File: src/rtl/seg7_scan_driver.sv
`default_nettype none
// ============================================================================
// Module   : seg7_scan_driver
// Purpose  : Time-multiplexes a 32-bit word of eight packed 4-bit digits onto
//            an 8-digit common-anode seven-segment display.
//            - The word is sampled once per frame, so a frame never mixes old
//              and new digits.
//            - Optional leading-zero blanking is applied independently to the
//              two 4-digit groups (digits 7..4 and 3..0).
// Ports    : clk      - system clock
//            rst_n    - asynchronous active-low reset
//            data     - score word, digit k = data[4k+3:4k]
//            lz_blank - 1 = blank leading zeros within each group
//            dp_mask  - per-digit decimal points (only with SEG7_DP_EN)
//            an       - digit enables, active low
//            seg      - {dp,g,f,e,d,c,b,a}, active low
// Macro    : SEG7_DP_EN - adds dp_mask and a per-frame decimal-point snapshot
// Revision : 1.0 - initial release
// ============================================================================
module seg7_scan_driver #(
  parameter logic [15:0] SCAN_DIV = 16'd50000,
  parameter int          PRESC_W  = 16
) (
  input  logic        clk,
  input  logic        rst_n,
  input  logic [31:0] data,
  input  logic        lz_blank,
`ifdef SEG7_DP_EN
  input  logic [7:0]  dp_mask,
`endif
  output logic [7:0]  an,
  output logic [7:0]  seg
);

  localparam logic [PRESC_W-1:0] C_PRESC_MAX = PRESC_W'(SCAN_DIV - 16'd1);

  logic [PRESC_W-1:0] r_presc;
  logic [2:0]         r_idx;
  logic [31:0]        r_snap;
  logic               w_tick;
  logic [7:0]         w_zero;
  logic [7:0]         w_blank;
  logic [3:0]         w_digit;
  logic [6:0]         w_glyph;
  logic               w_dp_n;

  assign w_tick = (r_presc == C_PRESC_MAX);

  // Prescaler, digit index and frame snapshot. The snapshot is taken on the
  // same tick that wraps idx 7 -> 0, so digit 0 of the new frame already
  // shows the new word.
  always_ff @(posedge clk or negedge rst_n) begin
    if (!rst_n) begin
      r_presc <= '0;
      r_idx   <= 3'd0;
      r_snap  <= 32'h0;
    end else begin
      if (w_tick) begin
        r_presc <= '0;
        r_idx   <= r_idx + 3'd1;
        if (r_idx == 3'd7) begin
          r_snap <= data;
        end
      end else begin
        r_presc <= r_presc + PRESC_W'(1);
      end
    end
  end

`ifdef SEG7_DP_EN
  logic [7:0] r_dp_snap;

  always_ff @(posedge clk or negedge rst_n) begin
    if (!rst_n) begin
      r_dp_snap <= 8'h00;
    end else if (w_tick && (r_idx == 3'd7)) begin
      r_dp_snap <= dp_mask;
    end
  end

  assign w_dp_n = ~r_dp_snap[r_idx];
`else
  assign w_dp_n = 1'b1;
`endif

  // A digit is blanked when it and every higher digit of its own group are
  // zero; the lowest digit of each group always stays lit.
  genvar k;
  generate
    for (k = 0; k < 8; k++) begin : g_digit
      localparam int P = k % 4;
      localparam int G = k / 4;
      assign w_zero[k] = (r_snap[4*k +: 4] == 4'h0);
      if (P == 0) begin : g_lsd
        assign w_blank[k] = 1'b0;
      end else begin : g_upper
        assign w_blank[k] = lz_blank & (&w_zero[G*4+3 : G*4+P]);
      end
    end
  endgenerate

  assign w_digit = r_snap[{r_idx, 2'b00} +: 4];

  // Active-low glyphs {g,f,e,d,c,b,a}; illegal BCD values render as hex.
  always_comb begin
    w_glyph = 7'h7F;
    case (w_digit)
      4'h0: w_glyph = 7'h40;
      4'h1: w_glyph = 7'h79;
      4'h2: w_glyph = 7'h24;
      4'h3: w_glyph = 7'h30;
      4'h4: w_glyph = 7'h19;
      4'h5: w_glyph = 7'h12;
      4'h6: w_glyph = 7'h02;
      4'h7: w_glyph = 7'h78;
      4'h8: w_glyph = 7'h00;
      4'h9: w_glyph = 7'h10;
      4'hA: w_glyph = 7'h08;
      4'hB: w_glyph = 7'h03;
      4'hC: w_glyph = 7'h46;
      4'hD: w_glyph = 7'h21;
      4'hE: w_glyph = 7'h06;
      4'hF: w_glyph = 7'h0E;
      default: w_glyph = 7'h7F;
    endcase
  end

  // Registered outputs; the anode stays enabled on blanked digits.
  always_ff @(posedge clk or negedge rst_n) begin
    if (!rst_n) begin
      an  <= 8'hFF;
      seg <= 8'hFF;
    end else begin
      an  <= ~(8'b1 << r_idx);
      seg <= {w_dp_n, (w_blank[r_idx] ? 7'h7F : w_glyph)};
    end
  end

endmodule
`default_nettype wire

File: config.mk
export PLATFORM = sky130hd
export DESIGN_NAME = seg7_scan_driver
export DESIGN_NICKNAME = d
export VERILOG_FILES = /design/src/rtl/seg7_scan_driver.sv
export SDC_FILE = /design/constraint.sdc
export NUM_CORES = 1
export LEC_CHECK = 0
export BUFFER_PORTS_ARGS = -buffer_cell sky130_fd_sc_hd__buf_2
export CAP_MARGIN = 10
export CORE_MARGIN = 8
export CORE_UTILIZATION = 55
export DETAILED_ROUTE_END_ITERATION = 16
export PLACE_DENSITY = 0.78
export SLEW_MARGIN = 30
export SYNTH_ARGS = -nofsm -noshare
export SYNTH_HDL_FRONTEND = slang
export SYNTH_SLANG_ARGS = --single-unit
File: constraint.sdc
create_clock -name clk -period 6 [get_ports clk]
set_input_delay 0.3 -clock clk [delete_from_list [all_inputs] [get_ports clk]]
set_output_delay 0.3 -clock clk [all_outputs]
set_load 0.02 [all_outputs]
; ---- After elaboration in Yosys (flattened, before gate mapping)
; Memories as Yosys holds them, arrays and structs flattened.
; Index checks and enable logic that the tools add are counted.
[totals]
output_inout_bits = 16
memories = 1
inputBits = 35
regBits = 66
rom_bits = 112
[mem_list]
columns = memory, words, word_bits, read_ports, rd_ports_with_merged_regs, wr, line
row1 = (name not given), 16, 7, 1, 0, 0, 107  ; case (w_digit)
[op_classes]
muxes = 4
order_cmp = 1
n_shift = 2
bitwise = 7
n_eq_ne = 2
add_sub_neg = 2
n_reduce_logical = 11
[op_table]
columns = cell, count
row1 = variable part select 32 x 6 -> 4 bit, 1
row2 = logical NOT 4 bit, 6
row3 = "adder 16 x 1 -> 16 bit, second input constant", 1
row4 = "equality test 16 bit, second input constant", 1
row5 = 2-to-1 mux 16 bit, 1
row6 = NOT 8 bit, 1
row7 = "<< shifter 1 x 3 -> 8 bit, first input constant", 1
row8 = 2-to-1 mux 7 bit, 1
row9 = bitwise AND 1 bit, 6
row10 = AND reduction 2 bit, 3
row11 = AND reduction 3 bit, 2
row12 = "less-than comparator 3 x 4 -> 1 bit, second input constant", 1
row13 = "adder 3 x 1 -> 3 bit, second input constant", 1
row14 = binary-select mux 1 bit (select 3 bit), 1
row15 = "equality test 3 bit, second input constant", 1
row16 = 2-to-1 mux 1 bit, 1

; ---- Longest topological paths before layout
; Gate-level depths: netlist of run 1.
[depth]
word_depth = 6
ltp_mapped = 10
ltp_nobuf = 8

; ---- Worst setup path before layout of run 1
; Ideal clock, no wire load.
[synth_timing]
path_kind = flip-flop to flip-flop
startpoint = register r_idx[1]
endpoint = register seg[5]
arrival_ps = 1985
path_stages_with_launch = 9
n_path_buf = 1
slack_ps = 3932
cell_sequence = dfrtp_1 buf_6 mux4_2 mux2i_4 inv_1 ha_1 inv_1 mux2i_1 a221o_1
[synth_via]
elab_chain_len = 3
[synth_rtl]
columns = element, line
row1 = "start, declared", 38  ; logic [2:0] r_idx;
row2 = "start signal, assigned", 60  ; r_idx <= r_idx + 3'd1;
row3 = variable part select 32 x 6 -> 4 bit / binary-select mux 1 bit (select 3 bit) (equally long branches), "102, 135"
row4 = memory read (16 x 7 bit) / 2-to-1 mux 1 bit (equally long branches), -
row5 = 2-to-1 mux 7 bit (*), 135  ; seg <= {w_dp_n, (w_blank[r_idx] ? 7'h7F : w_glyph)};
row6 = "end signal, assigned", 135
row7 = "end, declared", 32  ; output logic [7:0] seg
; Every way passes the cells marked *; elsewhere a longest branch is shown, timed or not. The select of a mux whose other input is x is not followed.
; A chain may end at the register's enable or synchronous reset.

; ---- Final worst setup path of run 1
[layout_timing]
startpoint = register r_presc[0]
endpoint = register r_snap[25]
[layout_via]
elab_chain_len = 2
[layout_rtl]
columns = element, line
row1 = "start, declared", 37  ; logic [PRESC_W-1:0] r_presc;
row2 = "start signal, assigned", 65  ; r_presc <= r_presc + PRESC_W'(1);
row3 = equality test 16 bit, 47  ; assign w_tick = (r_presc == C_PRESC_MAX);
row4 = AND reduction 2 bit (no source line), -
row5 = "end signal, assigned", 62  ; r_snap <= data;
row6 = "end, declared", 39  ; logic [31:0] r_snap;
; Every way passes these cells.

==> impl_results.md, run 1 <==
- Die area: approximately 8700 um^2
- Synth top area share: 39.0%
- Estimated wirelength of the detail-placed design: 4.54 mm
- Die height: 93.1 um
- Port-buffer cells: 49
- WL/cell: 16.8 um
- Post-CTS setup-driven buffer insertion count: 0
- Number of filler instances in the final layout: 454
- First element of the critical path: r_presc[0]
- Distinct cells, synth: 49
- Capture point of the worst reg-to-reg path: r_snap[25]
- Final routed DRC violation total: 0
- Worst Path Class, Setup: reg2reg
- Startpoint type of the worst setup path: flop
- GRT Overall Usage: 16.2%
- Relative contribution of the clock network to total power: between 40 and 50%
- Proportion of synthesized chip area in sequential cells: between 50% and 60%
- Power density relative to cell area: between 200 and 300 nW/um^2
- Unrepaired setup endpoints after global routing: false
- Termination of the worst setup path: r_snap[25]
- Async S/R FF share, synth: 100%
- Cts bufs inserted: 9
- Total of endpoints with negative setup slack in the final report: 0
- Wire length of the first global-routing pass: 10.9 mm
- Via count of the first global-routing pass: 2272
- R2R setup slack: between 3 and 4 ns
- Actual slew at the worst max-slew pin: 0.800 ns
- Max-capacitance violation count: 0
- CTS Hold Buffers Added: 0
- Min Tclk post-route: 2.66 ns
- Switching power share of the total: 21.0%
- Horiz. Die Dim: 93.1 um
- Most common cell after layout, fill and taps aside: sky130_fd_sc_hd__dfrtp_1
- Aggregate global routing overflow: 0
- Cells after synthesis: 250
- Layout Skew: 0.00628 ns
- Initial antenna violation count: 0
- Total I/O pin count: 51
- CTS tree: yes
- Kind of end point of the critical path: flop
- R2r startpoint: r_presc[0]
- Placement row count: 28
- Iter 0 DRT Violations: 73
- Final Hold Vio Count: 0
- Pin count of the biggest net entering global routing: 67
- WL final: between 6 and 7 mm
- Sequential share of power: between 40% and 50%
- Slew Limit Headroom: between 40% and 50%
- Clk root buf: sky130_fd_sc_hd__clkbuf_8
- Vias: 2111
- Aggregate negative setup slack: 0 ns
- Max Root-Sink Buffers: 2
- Static Leakage: 0.00165 uW
- PostCTS Resize Cnt: 0
- Antenna Cells: 0
- Final GP Congestion: 0.907
- Drt pass-1 iters: 4
- Highest net fanout along the worst path: 32
- Area growth, synth to finish: 15.9%
- Internal power: roughly 800 uW
- Area leader, netlist: sky130_fd_sc_hd__dfrtp_1
- Clock transition at the registers of the reported paths: 0.07 ns
- Vias per cell: 5.54
- Core area: 5850 um^2
- Dominant cells by area after synthesis: sky130_fd_sc_hd__dfrtp_1 39%, sky130_fd_sc_hd__dfstp_2 12%, sky130_fd_sc_hd__mux2_2 11%
- Net load switching power: 217 uW
- Antenna viol nets, final: 0
- Outcome: finished clean
- Type of the tightest min-delay check: in2async
- Depth of the worst register-to-register path: 6
- FF+latch count, synth: 66
- Hold slack final: 0.120 ns
- Number of nets in the layout: around 350
- Maximum achievable frequency: 376 MHz
- Synth warn: 0
- Share of final-layout standard cells stronger than drive strength 1: a little over two fifths
- Tcrit/Tclk final: 44.3%
- Worst skew pair latency: 0.35 ns
- Fraction of power consumed by combinational cells: 6.5%
- Post-synthesis net count: approximately 300
- Synthesized area: 3270 um^2
- Max Transition Viols Final: 0
- Mean post-synth cell area: 13.1 um^2
- Data required time at the worst endpoint: 6.23 ns
- Highest-count cells in the layout ignoring fill and taps: 51 x sky130_fd_sc_hd__dfrtp_1, 49 x sky130_fd_sc_hd__buf_2, 33 x sky130_fd_sc_hd__mux2_2
- Number of sinks on the clock net: 66
- # H-tree levels: 3
- Number of flops mapped to enable cells by yosys: 0
- Effective utilization at floorplan: a little under three fifths
- Leading register cell type out of synthesis: sky130_fd_sc_hd__dfrtp_1
- Arrival time of data at the critical path endpoint: roughly 2.9 ns
- Worst IR Drop VDD: between 0.2 and 0.25 mV
## worst min-delay path by stage
stage,startpoint,to,slack (ns),depth (start not counted)
after global routing,data[6],r_snap[6],0.16,2
after CTS,rst_n,r_presc[11],0.15,2
after global placement,r_snap[0],r_snap[0],0.49,1
after detailed placement,r_presc[10],r_presc[10],0.49,1
after floorplan,rst_n,r_idx[0],0.004,0
final,rst_n,r_presc[11],0.12,2
## worst max-delay path: stages (launching register included)
cell and delay (ns):
sky130_fd_sc_hd__dfrtp_1 0.41, sky130_fd_sc_hd__ha_1 0.23, sky130_fd_sc_hd__nand3_1 0.14, sky130_fd_sc_hd__nor4_1 0.22, sky130_fd_sc_hd__and3_1 0.54, sky130_fd_sc_hd__nand2_2 0.55, sky130_fd_sc_hd__mux2_2 0.45
## cell type report
type	count	area, um^2	share of cell area [%]
Sequential cell	66	1670	44.1
Timing Repair Buffer	50	253	6.67
Clock buffer	9	124	3.27
Multi-Input combinational cell	165	1470	38.9
Tap cell	75	93.8	2.48
Inverter	9	33.8	0.891
Clock inverter	7	141	3.73
## kinds of logic after synthesis
kind of cell | synth area share (%)
AO/OA/AOI/OAI | 5.43
XOR/XNOR | 4.02
adder cells (fa/ha/maj) | 4.59
buffers and inverters | 3.83
flip-flops | 51.1
multiplexers | 20.4
other | 0.115
AND/OR/NAND/NOR | 10.5
## Yosys cell counts (2+ instances only)
| master | number |
|---|---|
| sky130_fd_sc_hd__mux2i_1 | 6 |
| sky130_fd_sc_hd__nand2_2 | 2 |
| sky130_fd_sc_hd__ha_1 | 12 |
| sky130_fd_sc_hd__o21ai_0 | 2 |
| sky130_fd_sc_hd__xnor2_1 | 8 |
| sky130_fd_sc_hd__nor2_1 | 13 |
| sky130_fd_sc_hd__nor3_1 | 5 |
| sky130_fd_sc_hd__a21oi_1 | 5 |
| sky130_fd_sc_hd__buf_4 | 2 |
| sky130_fd_sc_hd__nor2b_1 | 2 |
| sky130_fd_sc_hd__inv_1 | 8 |
| sky130_fd_sc_hd__and3_1 | 3 |
| sky130_fd_sc_hd__xor2_1 | 7 |
| sky130_fd_sc_hd__a221o_1 | 3 |
| sky130_fd_sc_hd__a22o_1 | 3 |
| sky130_fd_sc_hd__dfstp_2 | 15 |
| sky130_fd_sc_hd__a211oi_1 | 2 |
| sky130_fd_sc_hd__nand2_1 | 14 |
| sky130_fd_sc_hd__mux2_4 | 2 |
| sky130_fd_sc_hd__nand3_1 | 8 |
| sky130_fd_sc_hd__mux2_2 | 33 |
| sky130_fd_sc_hd__dfrtp_1 | 51 |
| sky130_fd_sc_hd__buf_6 | 6 |
| sky130_fd_sc_hd__nor4_1 | 7 |
| sky130_fd_sc_hd__mux2i_4 | 3 |
| sky130_fd_sc_hd__mux4_2 | 5 |
## routing by layer
metal / vias to the layer above / GRT usage (%) / share of wire (%)
li1: 994 / - / -
met1: 1042 / 18.6 / 41
met2: 60 / 25.7 / 49
met3: 15 / 6.97 / 6.8
met4: 0 / 7.52 / 2.5
met5: - / 0 / 0
## stage by stage
step                      power (uW)  worst slack (ns)  utilization [%]  area (um^2)  instances
after floorplan                  516              3.93                -         3270        250
after global placement           546              3.44             60.2         3520        365
after detailed placement         549              3.37             60.2         3520        365
after CTS                       1040              3.33             64.8         3790        381
after global routing            1070              3.10             64.8         3790        381
final                           1030              3.34             64.8         3790        381
## sequential cells by signal, indices dropped and copies added (netlist names)
signal,cells
an,8
r_presc,16
r_idx,3
seg,7
r_snap,32
## power groups by stage
stage / clock, uW / sequential (uW) / combinational [uW]
after floorplan: 0 / 483 / 33.5
after global placement: 0 / 480 / 66.1
after detailed placement: 0 / 481 / 67.9
after CTS: 500 / 473 / 68.2
after global routing: 523 / 474 / 74.4
final: 490 / 473 / 66.8
Note: power is estimated with default switching activity, not from simulation.
==> run 2: changes to the inputs <==
- ABC_AREA: unset -> 1
- CORE_UTILIZATION: 55 -> 52
- PLACE_DENSITY: 0.78 -> 0.76
- clock period: 6 -> 2.2 ns (I/O delays scaled with it)
==> impl_results.md, run 2 <==
- Outcome: finished clean
- Highest net fanout along the worst path: 12
- Max-capacitance violation count: 0
- Post-placement worst setup slack: 0.390 ns
- Internal power: 1900 uW
- CTS Hold Buffers Added: 28
- Worst Path Class, Setup: reg2reg
- GRT Overall Usage: 18.5%
- FF+latch count, synth: 66
- Highest-count cells in the layout ignoring fill and taps: 150 x sky130_fd_sc_hd__nand2_1, 76 x sky130_fd_sc_hd__nand3_1, 51 x sky130_fd_sc_hd__dfrtp_1
- Core area: 6680 um^2
- Maximum achievable frequency: roughly 550 MHz
- Cts bufs inserted: 9
- Largest register FFs: 32
- Aggregate negative setup slack: 0 ns
- Type of the tightest min-delay check: in2reg
- Tcrit/Tclk final: 83.3%
- Iter 0 DRT Violations: 252
- Estimated wirelength of the detail-placed design: 5.75 mm
- Post-CTS setup-driven buffer insertion count: 0
- Dominant cells by area after synthesis: sky130_fd_sc_hd__dfrtp_1 36%, sky130_fd_sc_hd__nand2_1 16%, sky130_fd_sc_hd__dfstp_2 11%
- Post-synthesis net count: 497
- Min Tclk post-route: 1.83 ns
- Arrival time of data at the critical path endpoint: 2.10 ns
- Total of endpoints with negative setup slack in the final report: 0
- Horiz. Die Dim: 98.3 um
- Antenna viol nets, final: 0
- Worst IR Drop VDD: 0.333 mV
- Final GP Congestion: 0.876
- Register ranked first by flip-flop count: r_snap
- Kind of end point of the critical path: flop
- Layout Skew: 0.0101 ns
- Number of flops mapped to enable cells by yosys: 0
- Max Root-Sink Buffers: 2
- Number of sinks on the clock net: 66
- Slew Limit Headroom: 47.2%
- Fraction of power consumed by combinational cells: 3.9%
- # H-tree levels: 3
- Wire length of the first global-routing pass: 14.6 mm
- Max Transition Viols Final: 0
- Number of filler instances in the final layout: about 590
- Area leader, netlist: sky130_fd_sc_hd__dfrtp_1
- WL/cell: 13.6 um
- Sequential standard cell area: 1670 um^2
- Setup ws final: 0.367 ns
- Die area: 9670 um^2
- Vias per cell: 5.23
- Ranking of synthesized cells by instance count: 150 x sky130_fd_sc_hd__nand2_1, 76 x sky130_fd_sc_hd__nand3_1, 51 x sky130_fd_sc_hd__dfrtp_1
- Total area of multi-input combinational cells: 1540 um^2
- PostCTS Resize Cnt: 0
- Aggregate global routing overflow: 0
- Net load switching power: 535 uW
- Final Hold Vio Count: 0
- Cells after synthesis: 450
- Met2 Track Usage GR: 30.8%
- Placement row count: 30
- Worst skew pair latency: 0.35 ns
- Most numerous cell in the Yosys netlist: sky130_fd_sc_hd__nand2_1
- Proportion of synthesized chip area in sequential cells: 47.4%
- WL final: 8.40 mm
- Data required time at the worst endpoint: 2.47 ns
- Startpoint type of the worst setup path: flop
- Switching power share of the total: 21.9%
- Drt pass-1 iters: 5
- Leading register cell type out of synthesis: sky130_fd_sc_hd__dfrtp_1
- CTS tree: yes
- Share of final-layout standard cells stronger than drive strength 1: approximately 20%
- Registers with the most flip-flops: r_snap: 32 flops, r_presc: 16 flops, an: 8 flops
- Power density relative to cell area: 564 nW/um^2
- GR Util met3: under 10%
- Total I/O pin count: a little over 50
- Distinct cells, synth: 31
- Clk root buf: sky130_fd_sc_hd__clkbuf_8
- Actual slew at the worst max-slew pin: 0.792 ns
- Port-buffer cells: 49
- Mean post-synth cell area: 7.83 um^2
- Synthesized area: 3520 um^2
- Via count of the first global-routing pass: 3250
- Initial antenna violation count: 1
- Pin count of the biggest net entering global routing: 67
- Hold slack final: 0.00484 ns
- Vias: 3219
- Die height: 98.3 um
- Number of nets in the layout: 577
- Synth warn: 0
- Async S/R FF share, synth: 100%
- Final routed DRC violation total: 0
- Sequential share of power: 49.8%
- Static Leakage: 0.00223 uW
- Most Crowded Layer GR: met2
- Area growth, synth to finish: 22.7%
- Most common cell after layout, fill and taps aside: sky130_fd_sc_hd__nand2_1
- Unrepaired setup endpoints after global routing: false
- Clock transition at the registers of the reported paths: 0.08 ns
- Synth top area share: between 30 and 40%
- Relative contribution of the clock network to total power: 46.4%
- Global routing met1 resource utilization: 21.2%
- Effective utilization at floorplan: 52.7%
[run 2: cell count changes in the layout (fill, tap and decap cells not counted), moves of 5 or more]
cell                            previous run  this run
sky130_fd_sc_hd__mux2i_1                   6         0
sky130_fd_sc_hd__mux2_2                   33         0
sky130_fd_sc_hd__xnor2_1                   8         3
sky130_fd_sc_hd__mux4_2                    5         0
sky130_fd_sc_hd__dlygate4sd3_1             0        28
sky130_fd_sc_hd__nand2_1                  14       150
sky130_fd_sc_hd__inv_1                     8        44
sky130_fd_sc_hd__nor4_1                    7         1
sky130_fd_sc_hd__inv_2                     1         6
sky130_fd_sc_hd__buf_4                     1        11
sky130_fd_sc_hd__nor2_1                   13        30
sky130_fd_sc_hd__nand3_1                   8        76
[run 2: final timing paths]
kind | start | endpoint | slack [ns] | depth (start not counted)
max in group asynchronous | rst_n | r_snap[29] | 1.22 | 3
max | r_idx[2] | seg[5] | 0.37 | 11
min in group asynchronous | rst_n | r_presc[7] | 0.47 | 3
min | data[19] | r_snap[19] | 0.005 | 3
max reg2reg | r_idx[2] | seg[5] | 0.37 | 11
min reg2reg | r_presc[0] | r_presc[0] | 0.47 | 1
[run 2: cell families (layout without fill, tap and decap cells)]
family	Yosys count	after routing	share of synthesized area [%]
fa+ha+maj	12	12	4.26
xor+xnor	9	9	2.24
flops	66	66	47.4
simple gates	280	280	34.9
other cells	1	2	0.106
compound gates	13	13	2.06
buf+inv	69	154	8.98
[run 2: power by group through the flow]
stage	clock network [uW]	logic, uW	registers [uW]
after detailed placement	0	56.1	1240
after global routing	1180	106	1210
after global placement	0	55.2	1240
final	1130	94.2	1210
after CTS	1140	94.7	1210
after floorplan	0	2.85	1240
[run 2: critical path, stage by stage (launching register included)]
cell	delay, ns
sky130_fd_sc_hd__dfrtp_1	0.48
sky130_fd_sc_hd__inv_2	0.24
sky130_fd_sc_hd__nor2_1	0.08
sky130_fd_sc_hd__nand2_1	0.06
sky130_fd_sc_hd__nand3_1	0.07
sky130_fd_sc_hd__nand2_1	0.19
sky130_fd_sc_hd__inv_1	0.09
sky130_fd_sc_hd__ha_1	0.22
sky130_fd_sc_hd__nand3_1	0.13
sky130_fd_sc_hd__nand2_1	0.07
sky130_fd_sc_hd__nand2_1	0.05
sky130_fd_sc_hd__nand3_1	0.07
[run 2: per-layer routing]
metal | up-vias | wire [um]
met5 | - | 0
met3 | 17 | 392
met4 | 0 | 191
li1 | 1574 | -
met1 | 1550 | 3650
met2 | 78 | 4170
[run 2: layout make-up]
type | count | share of cell area, %
Inverter | 50 | 4.34
Timing Repair Buffer | 88 | 14.1
Tap cell | 80 | 2.32
Sequential cell | 66 | 38.6
Multi-Input combinational cell | 315 | 35.5
Clock buffer | 9 | 2.87
Clock inverter | 7 | 2.17
Antenna cell | 1 | 0.0579
[run 2: per-stage QoR]
step	cells	area (um^2)	util [%]	total power (uW)
2_1_floorplan	450	3520	-	1240
3_3_place_gp	571	3820	57.2	1290
3_5_place_dp	571	3820	57.2	1290
4_1_cts	615	4320	64.7	2450
5_1_grt	616	4320	64.7	2500
6_report	616	4320	64.7	2440
